[src/rtl/key_scan_ctrl_pkg.sv]
// key_scan_ctrl_pkg: shared key matrix sizes, scan FSM states and priority helper
package key_scan_ctrl_pkg;
  localparam int NUM_COLS       = 4;
  localparam int NUM_ROWS       = 4;
  localparam int DEBOUNCE_SCANS = 2;
  localparam int NUM_KEYS       = NUM_COLS * NUM_ROWS;
  localparam int KEY_IDX_W      = $clog2(NUM_KEYS);
  localparam int COL_W          = $clog2(NUM_COLS);
  localparam int CNT_W          = $clog2(DEBOUNCE_SCANS) + 1;

  typedef enum logic [1:0] {SCAN = 2'd0, UPDATE = 2'd1, ARB = 2'd2} scan_state_t;

  // Index of the highest set bit; 0 when nothing is set
  function automatic logic [KEY_IDX_W-1:0] highest_key(input logic [NUM_KEYS-1:0] keys);
    highest_key = '0;
    for (int i = 0; i < NUM_KEYS; i++)
      if (keys[i]) highest_key = KEY_IDX_W'(i);
  endfunction
endpackage

[src/rtl/key_scan_ctrl_debounce.sv]
// key_debounce: one key's stable state, flipped after DEBOUNCE_SCANS disagreeing frames
module key_debounce
  import key_scan_ctrl_pkg::*;
(
  input  logic clk_100M,
  input  logic rst_n,
  input  logic raw,
  input  logic upd,
  output logic stable
);
  logic [CNT_W-1:0] cnt;
  // Count consecutive disagreeing frames; any agreeing frame restarts the count
  always_ff @(posedge clk_100M or negedge rst_n)
    if (!rst_n) begin
      cnt    <= '0;
      stable <= 1'b0;
    end else if (upd) begin
      if (raw == stable) cnt <= '0;
      else if (cnt == CNT_W'(DEBOUNCE_SCANS - 1)) begin
        stable <= raw;
        cnt    <= '0;
      end else cnt <= cnt + 1'b1;
    end
endmodule

[src/rtl/key_scan_ctrl.sv]
// key_scan_ctrl: scans the key matrix, debounces every key, reports the highest pressed key
module key_scan_ctrl
  import key_scan_ctrl_pkg::*;
(
  input  logic                 clk_100M,
  input  logic                 rst_n,
  input  logic                 tick_250,
  input  logic [NUM_ROWS-1:0]  row_n,
  output logic [NUM_COLS-1:0]  col_n,
  output logic [NUM_KEYS-1:0]  key_state,
  output logic                 note_valid,
  output logic [KEY_IDX_W-1:0] note_idx,
  output logic                 note_event
);
  logic [NUM_ROWS-1:0]  row_meta, row_sync;
  logic [COL_W-1:0]     col_ptr;
  logic [NUM_KEYS-1:0]  raw;
  logic                 pending, fire, last_col, upd, any_key;
  logic [KEY_IDX_W-1:0] cand;
  scan_state_t          state, state_nxt;

  assign fire     = (state == SCAN) && (tick_250 || pending);
  assign last_col = col_ptr == COL_W'(NUM_COLS - 1);
  assign col_n    = ~(NUM_COLS'(1) << col_ptr);
  assign any_key  = |key_state;
  assign cand     = highest_key(key_state);

  // Two-flop synchroniser for the asynchronous row pins, idle high
  always_ff @(posedge clk_100M or negedge rst_n)
    if (!rst_n) begin
      row_meta <= '1;
      row_sync <= '1;
    end else begin
      row_meta <= row_n;
      row_sync <= row_meta;
    end

  // Scan state register
  always_ff @(posedge clk_100M or negedge rst_n)
    if (!rst_n) state <= SCAN;
    else state <= state_nxt;

  // Next state: a full frame of column samples triggers one debounce and one arbitration cycle
  always_comb begin
    state_nxt = state;
    upd       = 1'b0;
    unique case (state)
      SCAN:    state_nxt = (fire && last_col) ? UPDATE : SCAN;
      UPDATE: begin
        state_nxt = ARB;
        upd       = 1'b1;
      end
      ARB:     state_nxt = SCAN;
      default: state_nxt = SCAN;
    endcase
  end

  // Sample the driven column, advance it, and remember ticks that arrive outside SCAN
  always_ff @(posedge clk_100M or negedge rst_n)
    if (!rst_n) begin
      raw     <= '0;
      col_ptr <= '0;
      pending <= 1'b0;
    end else begin
      pending <= (state != SCAN) ? (pending | tick_250) : 1'b0;
      if (fire) begin
        raw[col_ptr*NUM_ROWS +: NUM_ROWS] <= ~row_sync;
        col_ptr <= last_col ? '0 : col_ptr + 1'b1;
      end
    end

  for (genvar k = 0; k < NUM_KEYS; k++) begin : g_key
    key_debounce u_db (
      .clk_100M (clk_100M),
      .rst_n    (rst_n),
      .raw      (raw[k]),
      .upd      (upd),
      .stable   (key_state[k])
    );
  end

  // Arbitrate to the highest pressed key; idx holds while nothing is pressed
  always_ff @(posedge clk_100M or negedge rst_n)
    if (!rst_n) begin
      note_valid <= 1'b0;
      note_idx   <= '0;
      note_event <= 1'b0;
    end else if (state == ARB) begin
      note_valid <= any_key;
      if (any_key) note_idx <= cand;
      note_event <= (any_key != note_valid) || (any_key && cand != note_idx);
    end else note_event <= 1'b0;
endmodule

[config.mk]
export PLATFORM = sky130hd
export DESIGN_NAME = key_scan_ctrl
export DESIGN_NICKNAME = d
export VERILOG_FILES = /design/src/rtl/key_scan_ctrl_pkg.sv /design/src/rtl/key_scan_ctrl_debounce.sv /design/src/rtl/key_scan_ctrl.sv
export SDC_FILE = /design/constraint.sdc
export NUM_CORES = 1
export LEC_CHECK = 0
export BUFFER_PORTS_ARGS = -buffer_cell sky130_fd_sc_hd__buf_2
export CAP_MARGIN = 5
export CORE_MARGIN = 4
export CORE_UTILIZATION = 54
export CTS_CLUSTER_DIAMETER = 60
export DETAILED_ROUTE_END_ITERATION = 12
export HOLD_SLACK_MARGIN = 0.1
export PLACE_DENSITY = 0.82
export SYNTH_ARGS = -nofsm -noshare
export SYNTH_HDL_FRONTEND = slang
export SYNTH_SLANG_ARGS = --single-unit
[constraint.sdc]
create_clock -name clk_100M -period 4.7 [get_ports clk_100M]
set_input_delay 0.705 -clock clk_100M [delete_from_list [all_inputs] [get_ports clk_100M]]
set_output_delay 0.705 -clock clk_100M [all_outputs]
set_load 0.05 [all_outputs]
==> metrics.txt, run 1 <==
# TYPE chip_impl_metric gauge
chip_impl_info{name="status",value="finished clean"} 1
chip_impl_metric{name="fp.coreArea",unit="um2"} 6490
chip_impl_info{name="criticalPathCategory",value="reg -> out"} 1
chip_impl_metric{name="clock_latency_on_the_worst_skew_pair",unit="ns"} 0.34
chip_impl_info{name="cp-start-kind",value="flip-flop"} 1
chip_impl_metric{name="maxClockFrequency",unit="MHz"} 431
chip_impl_metric{name="dp_slack",unit="ns"} 2.51
chip_impl_metric{name="initial_standard_cell_utilization_of_the_core",unit=""} 0.569
chip_impl_metric{name="placed_cells_incl_taps",unit=""} 399
chip_impl_metric{name="place.port_buffers",unit=""} 32
chip_impl_metric{name="cp_max_fo",unit=""} 7
chip_impl_metric{name="vdd_ir_drop_max",unit="mV"} 0.435
chip_impl_metric{name="cts_inserted_buffers",unit=""} 9
chip_impl_metric{name="fin_hold_ws",unit="ns"} 0.358
chip_impl_metric{name="cts_post_setup_buffers_inserted",unit=""} 0
chip_impl_metric{name="timing.critical_path.required",unit="ns"} 3.99
chip_impl_metric{name="totalWireLength",unit="um"} 6580
chip_impl_metric{name="num_antenna_cells",unit=""} 0
chip_impl_metric{name="critical_path.max_stage_delay",unit="ns"} 0.47
chip_impl_metric{name="drcViolationCount",unit=""} 0
chip_impl_metric{name="critPathArrivalTime",unit="ns"} 1.61
chip_impl_metric{name="met2RoutedLength",unit="um"} 3150
chip_impl_metric{name="async_reset_ff_frac",unit=""} 1.00
chip_impl_metric{name="worst_slew_margin_rel",unit=""} 0.324
chip_impl_metric{name="setup_viol",unit=""} 0
chip_impl_metric{name="htree_num_levels",unit=""} 3
chip_impl_info{name="critical_path.cell_chain",value="inv_1, ha_1, inv_1, buf_2"} 1
chip_impl_metric{name="grt_first_pass_wirelength",unit="um"} 10900
chip_impl_info{name="critPathCaptureType",value="primary output"} 1
chip_impl_info{name="cts.root.buffer_cell",value="sky130_fd_sc_hd__clkbuf_8"} 1
chip_impl_info{name="critPathMostFrequentCell",value="sky130_fd_sc_hd__inv_1"} 1
chip_impl_metric{name="met1_length",unit="um"} 2990
chip_impl_metric{name="grt_max_degree",unit=""} 84
chip_impl_metric{name="syn-mean-instance-area",unit="um2"} 11.9
chip_impl_metric{name="dr_total_vias",unit=""} 2339
chip_impl_metric{name="final.setup.tns",unit="ns"} 0
chip_impl_metric{name="synth.ff_latch_count",unit=""} 83
chip_impl_metric{name="cts_resized",unit=""} 0
chip_impl_metric{name="rows",unit=""} 29
chip_impl_metric{name="final_min_period_over_clock_period",unit=""} 0.493
chip_impl_metric{name="clkSinkCount",unit=""} 83
chip_impl_info{name="path_delay_family",value="buffers and inverters"} 1
chip_impl_metric{name="first_pass_iters",unit=""} 4
chip_impl_metric{name="setup_ws",unit="ns"} 2.38
chip_impl_info{name="highest_layer",value="met4"} 1
chip_impl_metric{name="synth-seq-area-share",unit=""} 0.565
chip_impl_metric{name="io-pin-count",unit=""} 33
chip_impl_metric{name="vias_in_the_first_global_route",unit=""} 2134
chip_impl_metric{name="cap_viol_max_count",unit=""} 0
chip_impl_info{name="clock_tree_from_tritoncts",value="built"} 1
chip_impl_metric{name="cellPowerDensity",unit="nW/um2"} 584
chip_impl_metric{name="gp_congestion",unit=""} 0.797
chip_impl_metric{name="die_area",unit="um2"} 8230
chip_impl_info{name="ys_dominant_reg_cell",value="sky130_fd_sc_hd__dfrtp_1"} 1
chip_impl_metric{name="route.detailed.wl_per_inst",unit="um"} 15.9
chip_impl_info{name="grt_setup_unrepaired",value="no"} 1
chip_impl_metric{name="postSynthNetCount",unit=""} 323
chip_impl_metric{name="grt_overflow_total",unit=""} 0
chip_impl_metric{name="drt-initial-drc-count",unit=""} 129
chip_impl_metric{name="synth.lib_cells_used.distinct",unit=""} 38
chip_impl_metric{name="post-dp-hpwl",unit="um"} 4600
chip_impl_metric{name="clkSlewWorstSetupHoldPaths",unit="ns"} 0.08
chip_impl_metric{name="finalNonFillerCells",unit=""} 415
chip_impl_metric{name="report.final.hold_viol_count",unit=""} 0
chip_impl_metric{name="avgViaCountPerCell",unit=""} 5.64
chip_impl_metric{name="die_span_y",unit="um"} 90.7
chip_impl_metric{name="number_of_antenna_violations_at_the_first_check_in_global_routing",unit=""} 0
chip_impl_info{name="final_cell_mix",value="sky130_fd_sc_hd__dfrtp_1, sky130_fd_sc_hd__mux2_2, sky130_fd_sc_hd__buf_2"} 1
chip_impl_info{name="cpMaxStageDelayCell",value="sky130_fd_sc_hd__dfrtp_1"} 1
chip_impl_metric{name="worstMarginPinSlew",unit="ns"} 1.01
chip_impl_metric{name="number_of_synthesized_flops_with_an_enable_pin",unit=""} 0
chip_impl_metric{name="post_synth_inst_count",unit=""} 310
chip_impl_metric{name="drt.antenna.violating_nets",unit=""} 0
chip_impl_metric{name="finish.net_count",unit=""} 346
chip_impl_metric{name="met3_wirelength",unit="um"} 315
chip_impl_metric{name="clock_path_buffers",unit=""} 2
chip_impl_metric{name="drive_above_1_share",unit=""} 0.287
chip_impl_info{name="layout_commonest_cell",value="sky130_fd_sc_hd__dfrtp_1"} 1
chip_impl_metric{name="netlist_area",unit="um2"} 3690
chip_impl_info{name="hold_path.class",value="reg -> reg"} 1
chip_impl_metric{name="yosys_warnings",unit=""} 0
chip_impl_metric{name="final.fill_count",unit=""} 502
chip_impl_metric{name="min_period",unit="ns"} 2.32
chip_impl_metric{name="clock-skew-final",unit="ns"} 0.00599
chip_impl_metric{name="power.leakage",unit="nW"} 1.91
chip_impl_metric{name="report.final.slew_viol_count",unit=""} 0
chip_impl_metric{name="track_usage",unit=""} 0.171
chip_impl_metric{name="critPathBufInv",unit=""} 3
chip_impl_metric{name="layout-area-overhead-vs-synth",unit="%"} 8.67
chip_impl_metric{name="cts_hold_buffers",unit=""} 0
chip_impl_metric{name="die-width",unit="um"} 90.7
## stage by stage
stage | util | power (mW) | cell area (um2)
6_report | 0.618 | 2.34 | 4010
5_1_grt | 0.618 | 2.50 | 4010
4_1_cts | 0.618 | 2.37 | 4010
3_5_place_dp | 0.588 | 1.86 | 3820
3_3_place_gp | 0.588 | 1.83 | 3820
2_1_floorplan | - | 1.68 | 3690
## final timing paths
check | start | endpoint | slack [ns] | cells after the start
max | col_ptr[0]$_DFFE_PN0P_ | col_n[0] | 2.38 | 4
min | row_meta[0]$_DFF_PN1_ | row_sync[0]$_DFF_PN1_ | 0.36 | 0
max reg2reg | g_key[7].u_db.stable$_DFFE_PN0P_ | note_event$_DFF_PN0_ | 2.65 | 6
min reg2reg | row_meta[0]$_DFF_PN1_ | row_sync[0]$_DFF_PN1_ | 0.36 | 0
max in group asynchronous | rst_n | col_ptr[1]$_DFFE_PN0P_ | 3.52 | 1
min in group asynchronous | rst_n | g_key[7].u_db.cnt[1]$_DFFE_PN0P_ | 0.52 | 1
## registers in the layout, summed over array words and instances, names as in the netlist
name	count
pending	1
note_event	1
note_idx	4
g_key.u_db.cnt	32
note_valid	1
col_ptr	2
g_key.u_db.stable	16
row_meta	4
raw	16
state	2
row_sync	4
## power by group
| group | leakage [nW] | total, mW | switching [mW] | internal (mW) |
|---|---|---|---|---|
| Sequential | 1.12 | 1.02 | 0.153 | 0.867 |
| Combinational | 0.695 | 0.826 | 0.515 | 0.311 |
| Clock | 0.0991 | 0.499 | 0.241 | 0.257 |
## synthesized netlist by cell type, drive strengths merged (5+ instances only)
cell type  count  area [um2]
buf           17         125
o21a          16         120
o21ai          6        33.8
nor2          27         101
mux2          34         383
xnor2         18         158
inv            9        33.8
nand2         25        93.8
ha             6        75.1
o31ai         14         105
dfrtp         75        1880
nor3           5        25.0
nor3b         17         128
dfstp          8         210
## worst reg2reg max path: stages, from the launching register on
cell                       delay, ns
sky130_fd_sc_hd__dfrtp_1        0.44
sky130_fd_sc_hd__nor4_1         0.61
sky130_fd_sc_hd__and3_1         0.35
sky130_fd_sc_hd__nor3_1         0.06
sky130_fd_sc_hd__a21oi_1        0.15
sky130_fd_sc_hd__nor3_1         0.08
sky130_fd_sc_hd__a211oi_1       0.25
## layer usage
metal / GRT usage / vias to the layer above
li1: - / 1109
met1: 0.227 / 1172
met2: 0.258 / 49
met3: 0.0592 / 9
met4: 0.0651 / 0
met5: 0 / -
## cells by family after synthesis
family / count (synthesis) / synth area share
XOR/XNOR: 19 / 0.0451
flip-flops: 83 / 0.565
adder cells (fa/ha/maj): 6 / 0.0203
AO/OA/AOI/OAI: 47 / 0.0925
buffers and inverters: 30 / 0.0471
multiplexers: 34 / 0.104
AND/OR/NAND/NOR: 91 / 0.126
## area by class of cell
| class | instances | area, um2 | share of cell area |
|---|---|---|---|
| sequential | 83 | 2090 | 0.520 |
| multi-input combinational | 197 | 1430 | 0.357 |
| timing repair buffer | 33 | 170 | 0.0424 |
| clock buffer | 11 | 141 | 0.0352 |
| tap | 77 | 96.3 | 0.0240 |
| clock inverter | 5 | 52.6 | 0.0131 |
| inverter | 9 | 33.8 | 0.00842 |
Power figures use the tool's default switching activity.
==> run 2: changes to the inputs <==
Clock period 4.7 ns to 2.3 ns, I/O delays scaled along.
==> run 2 against run 1 <==
- register-to-register slack lost 2.2 ns
- setup slack lost 2.1 ns
- non-clock buffer count grew 10
- via count grew 2.1%
- largest cell class unchanged
==> metrics.txt, run 2 (synthesis gave the netlist of run 1 again) <==
# TYPE chip_impl_metric gauge
chip_impl_metric{name="report.final.slew_viol_count",unit=""} 0
chip_impl_metric{name="grt_max_degree",unit=""} 44
chip_impl_metric{name="finish.net_count",unit=""} 356
chip_impl_metric{name="grt_first_pass_wirelength",unit="um"} 11900
chip_impl_info{name="cts.root.buffer_cell",value="sky130_fd_sc_hd__clkbuf_8"} 1
chip_impl_metric{name="first_pass_iters",unit=""} 4
chip_impl_metric{name="fraction_of_met1_tracks_used_by_global_routing",unit=""} 0.249
chip_impl_metric{name="htree_num_levels",unit=""} 3
chip_impl_metric{name="dr_total_vias",unit=""} 2387
chip_impl_info{name="status",value="finished clean"} 1
chip_impl_metric{name="setup_ws",unit="ns"} 0.314
chip_impl_metric{name="worst_slew_margin_rel",unit=""} 0.649
chip_impl_metric{name="internal_power",unit="mW"} 3.09
chip_impl_metric{name="cts_inserted_buffers",unit=""} 9
chip_impl_info{name="register_with_the_highest_flop_count",value="g_key.u_db.cnt"} 1
chip_impl_metric{name="power.switching_fraction",unit=""} 0.379
chip_impl_metric{name="timing.critical_path.required",unit="ns"} 1.96
chip_impl_info{name="grt-busiest-layer",value="met2"} 1
chip_impl_metric{name="dp_slack",unit="ns"} 0.475
chip_impl_metric{name="fp.coreArea",unit="um2"} 6490
chip_impl_info{name="clock_tree_from_tritoncts",value="built"} 1
chip_impl_info{name="critPathCaptureType",value="primary output"} 1
chip_impl_metric{name="final.setup.tns",unit="ns"} 0
chip_impl_metric{name="route.detailed.wl_per_inst",unit="um"} 16.3
chip_impl_metric{name="fin_hold_ws",unit="ns"} 0.267
chip_impl_metric{name="drcViolationCount",unit=""} 0
chip_impl_metric{name="drive_above_1_share",unit=""} 0.290
chip_impl_metric{name="track_usage",unit=""} 0.185
chip_impl_metric{name="clkSinkCount",unit=""} 83
chip_impl_metric{name="die_span_y",unit="um"} 90.7
chip_impl_metric{name="totalWireLength",unit="um"} 6940
chip_impl_metric{name="initial_standard_cell_utilization_of_the_core",unit=""} 0.569
chip_impl_metric{name="drt.antenna.violating_nets",unit=""} 0
chip_impl_metric{name="post-dp-hpwl",unit="um"} 5040
chip_impl_info{name="layout_commonest_cell",value="sky130_fd_sc_hd__dfrtp_1"} 1
chip_impl_metric{name="largest_reg_flops",unit=""} 32
chip_impl_metric{name="placed_cells_incl_taps",unit=""} 404
chip_impl_metric{name="clock_path_buffers",unit=""} 2
chip_impl_metric{name="timing.hold.worst_path_depth",unit=""} 3
chip_impl_metric{name="grt_util_met3",unit=""} 0.0525
chip_impl_info{name="grt_setup_unrepaired",value="no"} 1
chip_impl_metric{name="gp_congestion",unit=""} 0.869
chip_impl_metric{name="rows",unit=""} 29
chip_impl_metric{name="cap_viol_max_count",unit=""} 0
chip_impl_info{name="criticalPathCategory",value="reg -> out"} 1
chip_impl_metric{name="place.port_buffers",unit=""} 32
chip_impl_metric{name="rr_worst_depth",unit=""} 6
chip_impl_metric{name="setup_viol",unit=""} 0
chip_impl_metric{name="cellPowerDensity",unit="nW/um2"} 1200
chip_impl_metric{name="postPlaceCellArea",unit="um2"} 3870
chip_impl_metric{name="fin_total_pwr",unit="mW"} 4.97
chip_impl_metric{name="clock_latency_on_the_worst_skew_pair",unit="ns"} 0.35
chip_impl_metric{name="p_switching",unit="mW"} 1.88
chip_impl_metric{name="clock-skew-final",unit="ns"} 0.00900
chip_impl_metric{name="clkSlewWorstSetupHoldPaths",unit="ns"} 0.08
chip_impl_metric{name="cts_resized",unit=""} 0
chip_impl_metric{name="final_util",unit=""} 0.638
chip_impl_metric{name="final_min_period_over_clock_period",unit=""} 0.864
chip_impl_metric{name="report.final.hold_viol_count",unit=""} 0
chip_impl_metric{name="vdd_ir_drop_max",unit="mV"} 0.958
chip_impl_metric{name="p_comb_frac",unit=""} 0.352
chip_impl_metric{name="power.share.sequential",unit=""} 0.419
chip_impl_metric{name="cp_max_fo",unit=""} 7
chip_impl_metric{name="clock_power_share",unit=""} 0.229
chip_impl_metric{name="critPathArrivalTime",unit="ns"} 1.64
chip_impl_metric{name="min_period",unit="ns"} 1.99
chip_impl_metric{name="power.leakage",unit="nW"} 1.97
chip_impl_metric{name="number_of_antenna_violations_at_the_first_check_in_global_routing",unit=""} 0
chip_impl_metric{name="finalInstanceArea",unit="um2"} 4140
chip_impl_info{name="final_cell_mix",value="sky130_fd_sc_hd__dfrtp_1, sky130_fd_sc_hd__mux2_2, sky130_fd_sc_hd__buf_2"} 1
chip_impl_metric{name="io-pin-count",unit=""} 33
chip_impl_metric{name="cts_post_setup_buffers_inserted",unit=""} 0
chip_impl_info{name="largest_registers",value="g_key.u_db.cnt (32), g_key.u_db.stable (16), raw (16)"} 1
chip_impl_metric{name="layout-area-overhead-vs-synth",unit="%"} 12.1
chip_impl_info{name="hold_path.class",value="in -> reg"} 1
chip_impl_metric{name="final.fill_count",unit=""} 516
chip_impl_metric{name="die-width",unit="um"} 90.7
chip_impl_metric{name="grt_overflow_total",unit=""} 0
chip_impl_metric{name="grtUsageMet2",unit=""} 0.285
chip_impl_metric{name="maxClockFrequency",unit="MHz"} 503
chip_impl_metric{name="avgViaCountPerCell",unit=""} 5.62
chip_impl_metric{name="die_area",unit="um2"} 8230
chip_impl_metric{name="worstMarginPinSlew",unit="ns"} 0.526
chip_impl_info{name="cp-start-kind",value="flip-flop"} 1
chip_impl_metric{name="drt-initial-drc-count",unit=""} 125
chip_impl_metric{name="finalNonFillerCells",unit=""} 425
chip_impl_metric{name="num_antenna_cells",unit=""} 0
chip_impl_metric{name="vias_in_the_first_global_route",unit=""} 2340
## run 2: changes by cell type in the layout (fill, tap and decap cells not counted), sizes merged
cell and delta:
buf +5, bufinv +1, clkbuf +1, clkinv -2, dlygate4sd3 +5
## run 2: cell type report
class                           count  area (um2)  share of cell area
Clock buffer                       12         145              0.0350
Timing Repair Buffer               43         270              0.0653
Multi-Input combinational cell    197        1430               0.346
Tap cell                           77        96.3              0.0233
Sequential cell                    83        2090               0.504
Clock inverter                      4        76.3              0.0184
Inverter                            9        33.8             0.00816
## run 2: metal layers
| layer | routed length (um) | vias to the layer above |
|---|---|---|
| li1 | - | 1136 |
| met1 | 3210 | 1188 |
| met2 | 3290 | 47 |
| met3 | 285 | 16 |
| met4 | 161 | 0 |
| met5 | 0 | - |
## run 2: path summary, 6_finish.rpt
kind	startpoint	endpoint	slack [ns]
worst max-delay path	col_ptr[0]$_DFFE_PN0P_	col_n[0]	0.31
worst min-delay path	tick_250	pending$_DFF_PN0_	0.27
worst max register to register	g_key[2].u_db.stable$_DFFE_PN0P_	note_event$_DFF_PN0_	0.45
worst min register to register	row_meta[0]$_DFF_PN1_	row_sync[0]$_DFF_PN1_	0.36
max in group asynchronous	rst_n	row_sync[1]$_DFF_PN1_	1.12
min in group asynchronous	rst_n	g_key[4].u_db.cnt[0]$_DFFE_PN0P_	0.51
## run 2: critical path: stages (launching register included)
cell,delay [ns]
sky130_fd_sc_hd__dfrtp_1,0.47
sky130_fd_sc_hd__inv_1,0.16
sky130_fd_sc_hd__ha_1,0.24
sky130_fd_sc_hd__inv_1,0.13
sky130_fd_sc_hd__buf_2,0.29
## run 2: timing repair
action,4_1_cts,5_1_grt
endpoints found under the hold margin,38,0
hold buffers,5,0
setup endpoints to repair,0,0
## run 2: power groups by stage
stage | clock, mW | sequential (mW) | combinational (mW)
after floorplan | 0 | 2.10 | 1.33
after global placement | 0 | 2.08 | 1.69
after detailed placement | 0 | 2.11 | 1.75
after CTS | 1.16 | 2.08 | 1.76
after global routing | 1.23 | 2.13 | 1.93
final | 1.14 | 2.08 | 1.75
